## config.mk

```make
export PLATFORM = sky130hd
export DESIGN_NAME = cdce_serial_arbiter
export DESIGN_NICKNAME = d
export VERILOG_FILES = /design/src/rtl/cdce_pkg.sv /design/src/rtl/cdce_serial_arbiter_rr_pick.sv /design/src/rtl/cdce_serial_arbiter.sv
export SDC_FILE = /design/constraint.sdc
export NUM_CORES = 1
export LEC_CHECK = 0
export BUFFER_PORTS_ARGS = -buffer_cell sky130_fd_sc_hd__buf_2
export CORE_MARGIN = 2
export CORE_UTILIZATION = 30
export DETAILED_ROUTE_END_ITERATION = 6
export SYNTH_ARGS = -nofsm -noshare
export SYNTH_HDL_FRONTEND = slang
export SYNTH_SLANG_ARGS = --single-unit
export TNS_END_PERCENT = 5
```

## constraint.sdc

```tcl
create_clock -name clk -period 3.3 [get_ports clk]
set_clock_uncertainty 0.2 [all_clocks]
set_input_delay 0.66 -clock clk [delete_from_list [all_inputs] [get_ports clk]]
set_output_delay 0.66 -clock clk [all_outputs]
set_load 0.05 [all_outputs]
```

## src/rtl/cdce_pkg.sv

```systemverilog
// Shared definitions for the CDCE serial engine arbiter: command width,
// default watchdog limit and the arbiter state encoding.
package cdce_pkg;

    localparam int CDCE_CMD_W                  = 32;
    localparam int CDCE_TIMEOUT_CYCLES_DEFAULT = 4096;

    typedef enum logic [1:0] {
        IDLE       = 2'd0,
        LAUNCH     = 2'd1,
        GUARD      = 2'd2,
        WAIT_READY = 2'd3
    } arb_state_t;

endpackage

```

## src/rtl/cdce_serial_arbiter_rr_pick.sv

```systemverilog
// cdce_rr_pick: combinational masked round-robin picker. The requester just
// above the pointer has highest priority; the pointer itself is searched last.
module cdce_rr_pick
    import cdce_pkg::*;
#(
    parameter int NUM_REQ = 2,
    parameter int PTR_W   = 1
) (
    input  logic [NUM_REQ-1:0] eligible,
    input  logic [PTR_W-1:0]   ptr,
    output logic [NUM_REQ-1:0] winner,
    output logic               valid
);

    // Two ascending passes: indices above the pointer first, then the wrap.
    always_comb begin
        winner = '0;
        valid  = 1'b0;
        for (int i = 0; i < NUM_REQ; i++) begin
            if (!valid && eligible[i] && (PTR_W'(i) > ptr)) begin
                winner[i] = 1'b1;
                valid     = 1'b1;
            end
        end
        for (int i = 0; i < NUM_REQ; i++) begin
            if (!valid && eligible[i] && (PTR_W'(i) <= ptr)) begin
                winner[i] = 1'b1;
                valid     = 1'b1;
            end
        end
    end

endmodule

```

## src/rtl/cdce_serial_arbiter.sv

```systemverilog
// cdce_serial_arbiter: shares one CDCE serial engine between NUM_REQ command
// sources with round-robin arbitration and an owner lock for atomic sequences.
// Optional WAIT_READY watchdog enabled by defining CDCE_ARB_TIMEOUT_EN.
//
//   state      | meaning
//   -----------+--------------------------------------------------------
//   IDLE       | no transaction; arbitrate when serial_ready is high
//   LAUNCH     | start_transaction and ack pulse for the winner
//   GUARD      | one cycle ignoring serial_ready (engine drops it late)
//   WAIT_READY | wait for serial_ready (or watchdog) to finish
module cdce_serial_arbiter
    import cdce_pkg::*;
#(
    parameter int NUM_REQ        = 2,
    parameter int CMD_W          = CDCE_CMD_W,
    parameter int TIMEOUT_CYCLES = CDCE_TIMEOUT_CYCLES_DEFAULT
) (
    input  logic                     clk,
    input  logic                     reset_n,
    input  logic [NUM_REQ-1:0]       req,
    input  logic [NUM_REQ-1:0]       lock,
    input  logic [NUM_REQ*CMD_W-1:0] cmd_in,
    output logic [NUM_REQ-1:0]       ack,
    output logic [NUM_REQ-1:0]       cmpl,
    output logic [NUM_REQ-1:0]       grant,
    input  logic                     serial_ready,
    output logic                     start_transaction,
    output logic [CMD_W-1:0]         cdce_command,
    output logic                     busy,
    output logic                     timeout_err
);

    localparam int PTR_W = (NUM_REQ > 1) ? $clog2(NUM_REQ) : 1;

    if (NUM_REQ < 2 || NUM_REQ > 8 || TIMEOUT_CYCLES < 1) begin : g_param_check
        $error("cdce_serial_arbiter: NUM_REQ must be 2..8 and TIMEOUT_CYCLES >= 1");
    end

    arb_state_t         state, state_nxt;
    logic [PTR_W-1:0]   ptr, ptr_nxt;
    logic [NUM_REQ-1:0] grant_nxt, ack_nxt, cmpl_nxt;
    logic [CMD_W-1:0]   cmd_nxt;
    logic               start_nxt, busy_nxt;
    logic               lock_ignore, lock_ignore_nxt;
    logic               owner_locked;
    logic [NUM_REQ-1:0] eligible;
    logic [NUM_REQ-1:0] pick_oh;
    logic               pick_valid;
    logic [PTR_W-1:0]   win_idx;
    logic [CMD_W-1:0]   sel_cmd;
    logic               tmo_hit;

    // A held lock restricts arbitration to the last owner, unless a watchdog
    // abort has just released it.
    assign owner_locked = (|(lock & grant)) && !lock_ignore;
    assign eligible     = owner_locked ? (req & grant) : req;

    cdce_rr_pick #(
        .NUM_REQ (NUM_REQ),
        .PTR_W   (PTR_W)
    ) u_pick (
        .eligible (eligible),
        .ptr      (ptr),
        .winner   (pick_oh),
        .valid    (pick_valid)
    );

    // Winner index and command mux from the one-hot pick.
    always_comb begin
        win_idx = '0;
        sel_cmd = '0;
        for (int i = 0; i < NUM_REQ; i++) begin
            if (pick_oh[i]) begin
                win_idx = PTR_W'(i);
                sel_cmd = sel_cmd | cmd_in[i*CMD_W +: CMD_W];
            end
        end
    end

`ifdef CDCE_ARB_TIMEOUT_EN
    localparam int TMO_W = $clog2(TIMEOUT_CYCLES + 1);

    logic [TMO_W-1:0] tmo_cnt;

    // Watchdog down-counter, loaded on entry to WAIT_READY; terminal count 0
    // marks the TIMEOUT_CYCLES-th WAIT_READY cycle.
    always_ff @(posedge clk or negedge reset_n) begin
        if (!reset_n) begin
            tmo_cnt <= '0;
        end else if (state == GUARD) begin
            tmo_cnt <= TMO_W'(TIMEOUT_CYCLES - 1);
        end else if (state == WAIT_READY && tmo_cnt != '0) begin
            tmo_cnt <= tmo_cnt - 1'b1;
        end
    end

    assign tmo_hit = (state == WAIT_READY) && !serial_ready && (tmo_cnt == '0);

    // Sticky watchdog flag, cleared only by reset.
    always_ff @(posedge clk or negedge reset_n) begin
        if (!reset_n) begin
            timeout_err <= 1'b0;
        end else if (tmo_hit) begin
            timeout_err <= 1'b1;
        end
    end
`else
    assign tmo_hit     = 1'b0;
    assign timeout_err = 1'b0;
`endif

    // Next-state and registered-output computation.
    always_comb begin
        state_nxt       = state;
        ptr_nxt         = ptr;
        grant_nxt       = grant;
        cmd_nxt         = cdce_command;
        ack_nxt         = '0;
        cmpl_nxt        = '0;
        start_nxt       = 1'b0;
        lock_ignore_nxt = lock_ignore;
        case (state)
            IDLE: begin
                if (serial_ready && pick_valid) begin
                    state_nxt       = LAUNCH;
                    grant_nxt       = pick_oh;
                    ack_nxt         = pick_oh;
                    start_nxt       = 1'b1;
                    cmd_nxt         = sel_cmd;
                    ptr_nxt         = win_idx;
                    lock_ignore_nxt = 1'b0;
                end
            end
            LAUNCH: state_nxt = GUARD;
            GUARD:  state_nxt = WAIT_READY;
            WAIT_READY: begin
                if (serial_ready) begin
                    state_nxt = IDLE;
                    cmpl_nxt  = grant;
                end else if (tmo_hit) begin
                    state_nxt       = IDLE;
                    lock_ignore_nxt = 1'b1;
                end
            end
            default: state_nxt = IDLE;
        endcase
        busy_nxt = (state_nxt != IDLE);
    end

    // State and output registers; reset aborts everything silently.
    always_ff @(posedge clk or negedge reset_n) begin
        if (!reset_n) begin
            state             <= IDLE;
            ptr               <= PTR_W'(NUM_REQ - 1);
            grant             <= '0;
            ack               <= '0;
            cmpl              <= '0;
            start_transaction <= 1'b0;
            cdce_command      <= '0;
            busy              <= 1'b0;
            lock_ignore       <= 1'b0;
        end else begin
            state             <= state_nxt;
            ptr               <= ptr_nxt;
            grant             <= grant_nxt;
            ack               <= ack_nxt;
            cmpl              <= cmpl_nxt;
            start_transaction <= start_nxt;
            cdce_command      <= cmd_nxt;
            busy              <= busy_nxt;
            lock_ignore       <= lock_ignore_nxt;
        end
    end

endmodule

```

* Yosys cells after proc, flatten, opt, wreduce, memory -nomap -nowiden
Index checks and enable logic that the tools add are counted.
** Operators by class
- Magnitude comparators :: 4
- Eq/ne operators :: 3
- Mux-type cells :: 20
- Bitwise operators :: 3
- Reductions and logical operators :: 15
** Operators by type and width (count)
- $mux W32 :: 2
- $or A32 B32 Y32 :: 1
- $mux W2 :: 7
- $mux W1 :: 10
- $logic_and A1 B1 Y1 :: 8
- $pmux W2 S4 :: 1
- $and A2 B2 Y2 :: 2
- $eq A2 B2 Y1 const B :: 2
- $logic_not A1 Y1 :: 3
- $eq A2 B1 Y1 const B :: 1
- $gt A1 B1 Y1 const A :: 2
- $le A1 B1 Y1 const A :: 2
- $logic_not A2 Y1 :: 1
- $reduce_and A2 Y1 :: 1
- $reduce_bool A2 Y1 :: 1
- $reduce_or A2 Y1 :: 1
** Word-level totals
- Register bits :: 43
- Input port bits :: 71
- Output and inout bits :: 41
- Logic and storage cells :: 53

* Logic depth before layout (Yosys ltp)
Gate-level depths: netlist of run 1.
- Depth after elaboration :: 21
- Depth in mapped cells :: 6

* Hierarchy
Synthesis of run 1 repeated with hierarchy kept, for this count alone.
** Second synthesis, totals
- Cells, all modules :: 143
- Area, all modules :: 1979.4 um^2
** By module, submodules not included
- cdce_serial_arbiter :: times used 1, cells each 139, area an instance 1954.4 um^2, sequential area each 1077.3 um^2
- cdce_rr_pick :: times used 1, cells each 4, area an instance 25.0 um^2, sequential area each 0.0 um^2

* Least setup slack after synthesis of run 1
Ideal clock, no wire load.
- Path kind :: flip-flop to flip-flop
- Start :: register grant[0]
- End :: register cdce_command[0]
- Setup time :: 125 ps
- Data arrival time :: 1864 ps
- Required time :: 2975 ps
- Slack :: 1111 ps
- Cell stages (with the launch flop) :: 7
- Path buffers :: 1
- Cells stage by stage :: dfrtp_1 and3b_1 nand2b_1 a21o_2 inv_2 buf_4 mux2_2
** Between the ends
- Cells in the longest elaborated chain, start to end :: 19
- Elaborated cells between the ends (all ways) :: 26
** Ends and longest elaborated chain
- start: declaration :: RTL line cdce_serial_arbiter.sv:25 : output logic [NUM_REQ-1:0] grant,
- start signal: assignment :: RTL line cdce_serial_arbiter.sv:165 : grant <= grant_nxt;
- $and A2 B2 Y2 :: RTL line cdce_serial_arbiter.sv:55 : assign owner_locked = (|(lock & grant)) && !lock_ignore;
- $reduce_or A2 Y1 :: RTL line cdce_serial_arbiter.sv:55
- $mux W2 (*) :: RTL line cdce_serial_arbiter.sv:56 : assign eligible = owner_locked ? (req & grant) : req;
- $logic_and A1 B1 Y1 :: RTL line cdce_serial_arbiter_rr_pick.sv:20 : if (!valid && eligible[i] && (PTR_W'(i) > ptr)) begin
- $mux W1 :: RTL line cdce_serial_arbiter_rr_pick.sv:20
- $logic_not A1 Y1 :: RTL line cdce_serial_arbiter_rr_pick.sv:20
- $logic_and A1 B1 Y1 (2 in series) :: RTL line cdce_serial_arbiter_rr_pick.sv:20
- $mux W1 :: RTL line cdce_serial_arbiter_rr_pick.sv:20
- $logic_not A1 Y1 :: RTL line cdce_serial_arbiter_rr_pick.sv:26 : if (!valid && eligible[i] && (PTR_W'(i) <= ptr)) begin
- $logic_and A1 B1 Y1 (2 in series) :: RTL line cdce_serial_arbiter_rr_pick.sv:26
- $mux W1 :: RTL line cdce_serial_arbiter_rr_pick.sv:26
- $logic_not A1 Y1 :: RTL line cdce_serial_arbiter_rr_pick.sv:26
- $logic_and A1 B1 Y1 (2 in series) :: RTL line cdce_serial_arbiter_rr_pick.sv:26
- $mux W1 :: RTL line cdce_serial_arbiter_rr_pick.sv:26
- $logic_and A1 B1 Y1 :: RTL line cdce_serial_arbiter.sv:124 : if (serial_ready && pick_valid) begin
- $reduce_and A2 Y1 (no source line)
- end signal: assignment :: RTL line cdce_serial_arbiter.sv:169 : cdce_command <= cmd_nxt;
- end: declaration :: RTL line cdce_serial_arbiter.sv:28 : output logic [CMD_W-1:0] cdce_command,
Mark *: on every way between the ends. The rest lies on a longest branch, timed or not.
A chain may end at the register's enable or synchronous reset.

* Worst setup path after layout of run 1
- Start :: input port lock[1]
- End :: register cdce_command[29]
** Between the ends
- Cells in the longest elaborated chain, start to end :: 19
- Elaborated cells between the ends (all ways) :: 25
** Ends and longest elaborated chain
- start: declaration :: RTL line cdce_serial_arbiter.sv:21 : input logic [NUM_REQ-1:0] lock,
- $and A2 B2 Y2 (*) :: RTL line cdce_serial_arbiter.sv:55
- $reduce_or A2 Y1 (*) :: RTL line cdce_serial_arbiter.sv:55
- $mux W2 (*) :: RTL line cdce_serial_arbiter.sv:56
- $logic_and A1 B1 Y1 :: RTL line cdce_serial_arbiter_rr_pick.sv:20
- $mux W1 :: RTL line cdce_serial_arbiter_rr_pick.sv:20
- $logic_not A1 Y1 :: RTL line cdce_serial_arbiter_rr_pick.sv:20
- $logic_and A1 B1 Y1 (2 in series) :: RTL line cdce_serial_arbiter_rr_pick.sv:20
- $mux W1 :: RTL line cdce_serial_arbiter_rr_pick.sv:20
- $logic_not A1 Y1 :: RTL line cdce_serial_arbiter_rr_pick.sv:26
- $logic_and A1 B1 Y1 (2 in series) :: RTL line cdce_serial_arbiter_rr_pick.sv:26
- $mux W1 :: RTL line cdce_serial_arbiter_rr_pick.sv:26
- $logic_not A1 Y1 :: RTL line cdce_serial_arbiter_rr_pick.sv:26
- $logic_and A1 B1 Y1 (2 in series) :: RTL line cdce_serial_arbiter_rr_pick.sv:26
- $mux W1 :: RTL line cdce_serial_arbiter_rr_pick.sv:26
- $logic_and A1 B1 Y1 :: RTL line cdce_serial_arbiter.sv:124
- $reduce_and A2 Y1 (no source line)
Marked as above.

==> metrics.cfg, run 1 <==
[run_status]
outcome = finished, final reports clean

[power_and_ir_drop]
leakage_nw = 1.42
intPower_w = 0.00131
clockPowerShare = 0.117
comb_power_share = 0.552
power.density_nw_per_um2 = 964
p_sw_w = 0.00124
irDropWorstVdd_mv = 0.381
p_seq_frac = 0.331
swShare = 0.486

[floorplan]
start_util = 0.312
die_x_um = 85.2
rows = 29
num_io_pins = 112
die_area_um2 = 7260
core_um2 = 6350
die_h_um = 85.2

[setup_path]
slowest_stage = inv_2
critPathMaxStageDelay_ns = 0.51
reg2reg_slack_ns = 0.97
critPathLaunchType = input port
crit_required_ns = 3.27
path_class = in2reg
worstPathCellList = buf_2 > and3b_1 > nand2b_1 > a21o_2 > inv_2 > mux2_2
cp_max_fo = 33
timing.rr.start = grant[1]
cp-end-kind = flop
cpLargestDelayFamily = buffers and inverters
reg2reg_depth = 5
worst_ep_arrival_time_ns = 2.31
timing.critical_path.buf_inv = 2
reg2reg_to = cdce_command[29]

[yosys]
ys_ff_latch = 43
synth_warnings = 0
synth_top_area_share = 0.531
yosysTopAreaCell = dfrtp_1
seq_area_frac_synth = 0.545
syn_nets = 215
synth.avg_cell_area_um2 = 13.7
ys_types = 24
yosys-top-cells-area = dfrtp_1 53%, mux2_2 18%, a22o_1 14%, buf_4 2.7%, buf_6 1.7%
netlist_area_um2 = 1980
syn-instance-count = 144

[timing]
hold_ws_ns = 0.302
slew_headroom = 0.376
setup_tns_ns = 0
finalCriticalPeriod_ns = 2.34
min_period_over_period = 0.709
clock.fmax_mhz = 427
finalHoldViolCount = 0
grt_setup_unrepaired = no
worst_pin_slew_ns = 0.936
slew_violations = 0
setup_viol = 0
finalWorstSetupSlack_ns = 0.960

[run]
drv_cap = 0

[cells_and_area]
design_area_um2 = 2640
finalNetCount = 324
drive_gt1_frac = 0.611
final_common_cell = buf_2
n_fill_cell = 631
area_delta_synth_final_pct = 33.3
regArea_um2 = 1080
multi_input_area_um2 = 815
antenna_cells = 0
final_cell_mix = 110 x buf_2, 42 x dfrtp_1, 32 x a22o_1, 32 x mux2_2

[place]
numPortBuffers = 110
place_area_um2 = 2560
dp_slack_ns = 0.630
detailed_place_hpwl_um = 3100
place_congestion = 0.703

[global_route]
gr-usage-all-layers = 0.121
grt_max_degree = 44
grt_pass1_wl_um = 7050
grt_antenna_before_repair = 0
overflow = 0
grt_pass1_vias = 1530

[detailed_routing]
dr.pass1.iters = 4
routed_wl_um = 4300
detail_route.wl_per_cell_um = 13.1
drtIter0Drc = 52
remaining_drc_errors = 0
detail-route-antenna-nets = 0
dr_total_vias = 1576
detail_route.vias_per_cell = 4.79

[clock_tree]
clkLatencyLatePin_ns = 0.28
ctsHoldBuffers = 0
cts_resized = 0
cts-root-buf = clkbuf_8
cts_setup_buffers = 0
clk_pin_slew_ns = 0.07
cts_max_path_buffers = 2
numCtsBuffers = 5
clock_sinks = 43
cts_tree = built
cts-htree-levels = 2

[hold_path]
whs_endpoint = cdce_command[25]
min_path_cells = 1
worst_hold_path_type = reg2reg
min_from = cdce_command[25]

layer usage:
layer / up-vias / track usage / part of all wire
met5: - / 0 / 0
met4: 0 / 0.0433 / 0.0098
met3: 5 / 0.0292 / 0.086
met2: 68 / 0.207 / 0.48
met1: 748 / 0.150 / 0.42
li1: 755 / - / -
layout make-up:
| type | instances | share of cell area |
|---|---|---|
| well taps | 77 | 0.0365 |
| clock buffers | 6 | 0.0275 |
| repair buffers | 112 | 0.214 |
| multi-input cells | 88 | 0.309 |
| inverters | 3 | 0.00427 |
| flip-flops and latches | 43 | 0.408 |
power by group through the flow:
stage          combinational [W]  clock (W)  sequential (W)
2_1_floorplan           0.000425          0         0.00153
3_3_place_gp             0.00140          0        0.000854
3_5_place_dp             0.00142          0        0.000852
4_1_cts                  0.00142   0.000323        0.000845
5_1_grt                  0.00148   0.000337        0.000877
6_report                 0.00140   0.000298        0.000841
how the worst max path moves through the flow:
stage               cells after the start          endpoint     start  slack, ns
global route                            5   cdce_command[7]  grant[1]       0.84
finish                                  6  cdce_command[29]   lock[1]       0.96
CTS                                     5  cdce_command[29]  grant[1]       0.93
detailed placement                      6  cdce_command[29]   lock[1]       0.63
floorplan                               6   cdce_command[0]  grant[0]       1.11
global placement                        6  cdce_command[20]   lock[1]       0.68
through the flow:
stage / std cells / utilization / total power (W)
final: 329 / 0.415 / 0.00254
after global routing: 329 / 0.415 / 0.00269
after CTS: 329 / 0.415 / 0.00259
after detailed placement: 323 / 0.404 / 0.00227
after global placement: 323 / 0.404 / 0.00226
after floorplan: 144 / - / 0.00195
flip-flops by register name (all words and copies together) (netlist names):
name and cells:
cmpl 2, ptr 1, busy 1, cdce_command 32
ack 2, start_transaction 1, grant 2, state 2
cell usage after synthesis (all sizes together):
cell type / n
o311a: 1
a21o: 3
dfstp: 1
a22o: 32
inv: 3
mux2: 32
and2: 2
o21ai: 2
conb: 1
nand3b: 1
buf: 10
nor2: 2
a311oi: 1
o31ai: 1
nor2b: 1
and3b: 1
dfrtp: 42
nand2b: 1
and2b: 1
nand2: 5
and3: 1
cell families after synthesis:
logic type / share of synthesized area
compound gates: 0.181
buf+inv: 0.0493
flops: 0.545
mux: 0.182
other cells: 0.00190
simple gates: 0.0411
No activity file was read; power rests on OpenSTA's default activity.
==> run 2, diff against run 1 <==
--- a/config.mk
+++ b/config.mk
@@ -5,6 +5,7 @@
 export SDC_FILE = /design/constraint.sdc
 export NUM_CORES = 1
 export LEC_CHECK = 0
+export ABC_AREA = 1
 export BUFFER_PORTS_ARGS = -buffer_cell sky130_fd_sc_hd__buf_2
 export CORE_MARGIN = 2
 export CORE_UTILIZATION = 30
==> constraint.sdc (replaced) <==
create_clock -name clk -period 2 [get_ports clk]
set_clock_uncertainty 0.2 [all_clocks]
set_input_delay 0.4 -clock clk [delete_from_list [all_inputs] [get_ports clk]]
set_output_delay 0.4 -clock clk [all_outputs]
set_load 0.05 [all_outputs]
==> metrics.cfg, run 2 <==
[clock_tree]
cts_max_path_buffers = 2
clkLatencyLatePin_ns = 0.29
ctsHoldBuffers = 1
numCtsBuffers = 5
cts-htree-levels = 2
cts_tree = built
cts_setup_buffers = 0
clk_pin_slew_ns = 0.08
cts-root-buf = clkbuf_8
cts_resized = 0
clock_sinks = 43

[detailed_routing]
drtIter0Drc = 58
dr.pass1.iters = 4
detail_route.vias_per_cell = 4.58
detail_route.wl_per_cell_um = 12.3
dr_total_vias = 2282
routed_wl_um = 6130
remaining_drc_errors = 0
detail-route-antenna-nets = 0

[timing]
finalCriticalPeriod_ns = 1.65
slew_headroom = 0.645
min_period_over_period = 0.824
grt_setup_unrepaired = no
slew_violations = 0
hold_ws_ns = 0.215
setup_viol = 0
clock.fmax_mhz = 607
setup_tns_ns = 0
finalHoldViolCount = 0
worst_pin_slew_ns = 0.533

[setup_path]
reg2reg_depth = 7
slowest_stage = dfrtp_1
worst_ep_arrival_time_ns = 1.05
cp_max_fo = 5
worstPathCellList = buf_2
timing.rr.start = grant[1]
crit_required_ns = 1.40
critPathMaxStageDelay_ns = 0.46
startpoint = grant[0]
critPathLaunchType = flop
reg2reg_to = busy
cp-end-kind = primary output
reg2reg_slack_ns = 0.36
timing.critical_path.buf_inv = 1
cpLargestDelayFamily = flip-flops
path_class = reg2out

[floorplan]
num_io_pins = 112
rows = 30
die_h_um = 89.0
die_x_um = 89.0
core_um2 = 6910
start_util = 0.314
die_area_um2 = 7910

[global_route]
overflow = 0
grt_pass1_vias = 2131
grt_max_degree = 34
grt_pass1_wl_um = 9890
grt_antenna_before_repair = 0
gr-usage-all-layers = 0.159

[hold_path]
min_path_cells = 5
whs_endpoint = cdce_command[15]
worst_hold_path_type = in2reg
min_from = cmd_in[47]

[yosys]
synth.avg_cell_area_um2 = 7.37
synth_top_area_share = 0.485
yosys-top-cells-count = 141 x nand2_1, 68 x nand3_1, 42 x dfrtp_1
yosys-top-cells-area = dfrtp_1 49%, nand2_1 24%, nand3_1 16%, buf_2 3.2%, buf_4 1.4%
yosysMostFrequentCell = nand2_1
ys_types = 15
async_flop_share = 1.00
ys_ff_latch = 43
synth_ff_type = dfrtp_1
syn-instance-count = 294
syn_nets = 365
yosysTopAreaCell = dfrtp_1
netlist_area_um2 = 2170
synth_warnings = 0
synth_edf_count = 0
seq_area_frac_synth = 0.497

[place]
numPortBuffers = 110
detailed_place_hpwl_um = 4360
place_congestion = 0.774

[cells_and_area]
n_fill_cell = 760
largest_reg_flops = 32
final_cell_mix = 141 x nand2_1, 110 x buf_2, 68 x nand3_1
largest-register = cdce_command
final_common_cell = nand2_1
drive_gt1_frac = 0.328
antenna_cells = 0
finalNetCount = 472
area_delta_synth_final_pct = 35.7

[power_and_ir_drop]
leakage_nw = 1.78
swShare = 0.539
intPower_w = 0.00214
p_sw_w = 0.00251
p_seq_frac = 0.317
irDropWorstVdd_mv = 0.741
comb_power_share = 0.568
clockPowerShare = 0.115
power.density_nw_per_um2 = 1580

[run_status]
outcome = finished, final reports clean

[run]
drv_cap = 0

[run 2: final cells by class]
cell class | count | area, µm² | area share
multi-input combinational | 222 | 932 | 0.317
clock buffer | 6 | 72.6 | 0.0247
inverter | 9 | 33.8 | 0.0115
tap | 96 | 120 | 0.0409
clock inverter | 2 | 12.5 | 0.00426
timing repair buffer | 120 | 691 | 0.235
sequential | 43 | 1080 | 0.367
[run 2: worst register-to-register path, cell delays in order (launching register included)]
cell     delay [ns]
dfrtp_1        0.43
inv_1          0.10
nand3_1        0.09
nand2_1        0.11
nand2_1        0.07
nand3_2        0.12
buf_4          0.26
o21ai_0        0.14
[run 2: per-stage QoR]
| stage | setup WS (ns) | power, W | utilization | std cells | area [µm²] |
|---|---|---|---|---|---|
| after floorplan | 0.200 | 0.00342 | - | 294 | 2170 |
| after global placement | 0.393 | 0.00412 | 0.412 | 489 | 2840 |
| after detailed placement | 0.406 | 0.00415 | 0.412 | 489 | 2840 |
| after CTS | 0.346 | 0.00471 | 0.426 | 498 | 2940 |
| after global routing | 0.239 | 0.00497 | 0.426 | 498 | 2940 |
| final | 0.352 | 0.00465 | 0.426 | 498 | 2940 |
[run 2: logic make-up after synthesis]
logic type | count (synthesis) | synth area share
DFF | 43 | 0.497
buffers and inverters | 29 | 0.0722
AOI/OAI and AO/OA | 2 | 0.00462
other | 1 | 0.00173
and+or+nand+nor | 219 | 0.424
[run 2: routing by layer]
layer	part of all wire	vias up	routed length [µm]	global-route usage
met5	0	-	0	0
met1	0.46	1062	2840	0.210
met3	0.055	5	337	0.0379
met4	0.0069	0	42	0.0285
met2	0.48	73	2910	0.271
li1	-	1142	-	-
[run 2: worst max-delay path by stage]
stage,endpoint,cells after the start
2_1_floorplan,cdce_command[17],9
3_3_place_gp,busy,7
3_5_place_dp,busy,7
4_1_cts,grant[0],1
5_1_grt,busy,7
6_report,grant[0],1
[run 2: power groups by stage]
stage	registers (W)	logic, W	clock network [W]
after floorplan	0.00268	0.000746	0
after global placement	0.00148	0.00264	0
after detailed placement	0.00148	0.00266	0
after CTS	0.00147	0.00267	0.000568
after global routing	0.00152	0.00285	0.000606
final	0.00147	0.00264	0.000536
==> run 3, diff against run 2 <==
==> constraint.sdc (replaced) <==
create_clock -name clk -period 1.35 [get_ports clk]
set_clock_uncertainty 0.2 [all_clocks]
set_input_delay 0.27 -clock clk [delete_from_list [all_inputs] [get_ports clk]]
set_output_delay 0.27 -clock clk [all_outputs]
set_load 0.05 [all_outputs]
==> metrics.cfg, run 3 (same netlist as run 2, synthesis figures left out) <==
[place]
place_congestion = 0.781
detailed_place_hpwl_um = 4730
numPortBuffers = 110
dp_slack_ns = -0.154

[timing]
finalWorstSetupSlack_ns = -0.137
hold_ws_ns = 0.0894
finalHoldViolCount = 0
setup_tns_ns = -4.42
clock.fmax_mhz = 672
slew_violations = 0
setup_viol = 43
grt_setup_unrepaired = yes
min_period_over_period = 1.10
finalCriticalPeriod_ns = 1.49

[floorplan]
core_um2 = 6910
die_x_um = 89.0
rows = 30
start_util = 0.314
die_h_um = 89.0
die_area_um2 = 7910
num_io_pins = 112

[detailed_routing]
wl_met1_um = 2940
detail_route.vias_per_cell = 4.55
wl_met2_um = 2990
remaining_drc_errors = 0
drtIter0Drc = 144
detail_route.wl_per_cell_um = 12.8
routed_wl_um = 6560
dr.pass1.iters = 4
dr_total_vias = 2337
wl_met3_um = 542
highest_layer = met4
detail-route-antenna-nets = 0

[cells_and_area]
multi_input_area_um2 = 961
final_common_cell = nand2_1
drive_gt1_frac = 0.378
n_fill_cell = 696
largest-register = cdce_command
largest_reg_flops = 32
final_cell_mix = 139 x nand2_1, 71 x buf_2, 66 x nand3_1
regArea_um2 = 1080
area_delta_synth_final_pct = 57.0
finalNetCount = 488
antenna_cells = 0

[run_status]
outcome = finished with violations
violations = setup timing

[clock_tree]
cts-htree-levels = 2
cts_max_path_buffers = 2
clk_pin_slew_ns = 0.08
cts-root-buf = clkbuf_8
clkLatencyLatePin_ns = 0.29
numCtsBuffers = 5
clock_sinks = 43
cts_tree = built

[setup_path]
cp-end-kind = flop
timing.critical_path.buf_inv = 3
critPathMaxStageDelay_ns = 0.45
cp_max_fo = 17
path_common_cell = nand2_1
crit_required_ns = 1.33
path_class = reg2reg
critPathLaunchType = flop
worstPathCellList = inv_2 > nand3_1 > nand2_1 > nand2_2 > nand3_4 > inv_4 > buf_12 > nand2_1 > nand2_1
slowest_stage = dfrtp_2
worst_ep_arrival_time_ns = 1.47
cpLargestDelayFamily = flip-flops

[global_route]
grt_pass1_vias = 2195
grt_max_degree = 31
grt_antenna_before_repair = 0
overflow = 0
gr-usage-all-layers = 0.173
grt_pass1_wl_um = 10600

[power_and_ir_drop]
leakage_nw = 1.93
irDropWorstVdd_mv = 1.14
power.density_nw_per_um2 = 2410
power_w = 0.00819

[run]
drv_cap = 0

[hold_path]
worst_hold_path_type = in2reg

[run 3: cell types whose count changed in the layout (fill, tap and decap cells not counted), moves of 2 or more]
| cell | change |
|---|---|
| buf_2 | -39 |
| buf_4 | +11 |
| buf_6 | +42 |
| dfrtp_1 | -2 |
| dfrtp_2 | +2 |
| nand2_1 | -2 |
| nand2_2 | +2 |
| nand3_1 | -2 |
[run 3: per-layer routing]
| layer | track usage | vias to the layer above |
|---|---|---|
| li1 | - | 1176 |
| met1 | 0.236 | 1062 |
| met2 | 0.272 | 92 |
| met3 | 0.0489 | 7 |
| met4 | 0.0461 | 0 |
| met5 | 0 | - |
[run 3: tightest hold or removal path: cells and delay by family]
family | cells | cell delay [ns]
and+or+nand+nor | 4 | 0.20
buffers and inverters | 1 | 0.07
[run 3: where the power goes]
group          total [W]  switching, W  internal [W]
logic            0.00486       0.00308       0.00179
registers        0.00229      0.000429       0.00186
clock network    0.00103      0.000433      0.000599
total            0.00819       0.00394       0.00425
[run 3: layout make-up]
cell class / instances / share of cell area
Timing Repair Buffer: 136 / 0.319
Clock inverter: 2 / 0.0103
Clock buffer: 6 / 0.0243
Sequential cell: 43 / 0.318
Inverter: 9 / 0.0107
Multi-Input combinational cell: 222 / 0.283
Tap cell: 96 / 0.0353
[run 3: path summary, 6_finish.rpt]
kind / depth (start not counted) / to / from / slack (ns)
worst max-delay path: 9 / cdce_command[13] / grant[0] / -0.14
worst min-delay path: 5 / cdce_command[20] / cmd_in[52] / 0.09
worst max register to register: 9 / cdce_command[13] / grant[0] / -0.14
worst min register to register: 2 / ptr / ptr / 0.29
max in group asynchronous: 3 / cdce_command[16] / reset_n / 0.29
min in group asynchronous: 2 / ack[1] / reset_n / 0.20
[run 3: timing repair]
| item | CTS | global route |
|---|---|---|
| pin swaps | 3 | 0 |
| setup buffers | 4 | 0 |
| endpoints found under the hold margin | 41 | 0 |
| resized for setup | 70 | 22 |
| hold buffers | 1 | 0 |
| gates cloned | 0 | 0 |
| setup endpoints to repair | 78 | 79 |
[run 3: metrics by stage]
step	instances	area [µm²]	util
2_1_floorplan	294	2180	-
3_3_place_gp	501	2960	0.428
3_5_place_dp	501	2960	0.428
4_1_cts	514	3330	0.482
5_1_grt	514	3400	0.492
6_report	514	3400	0.492
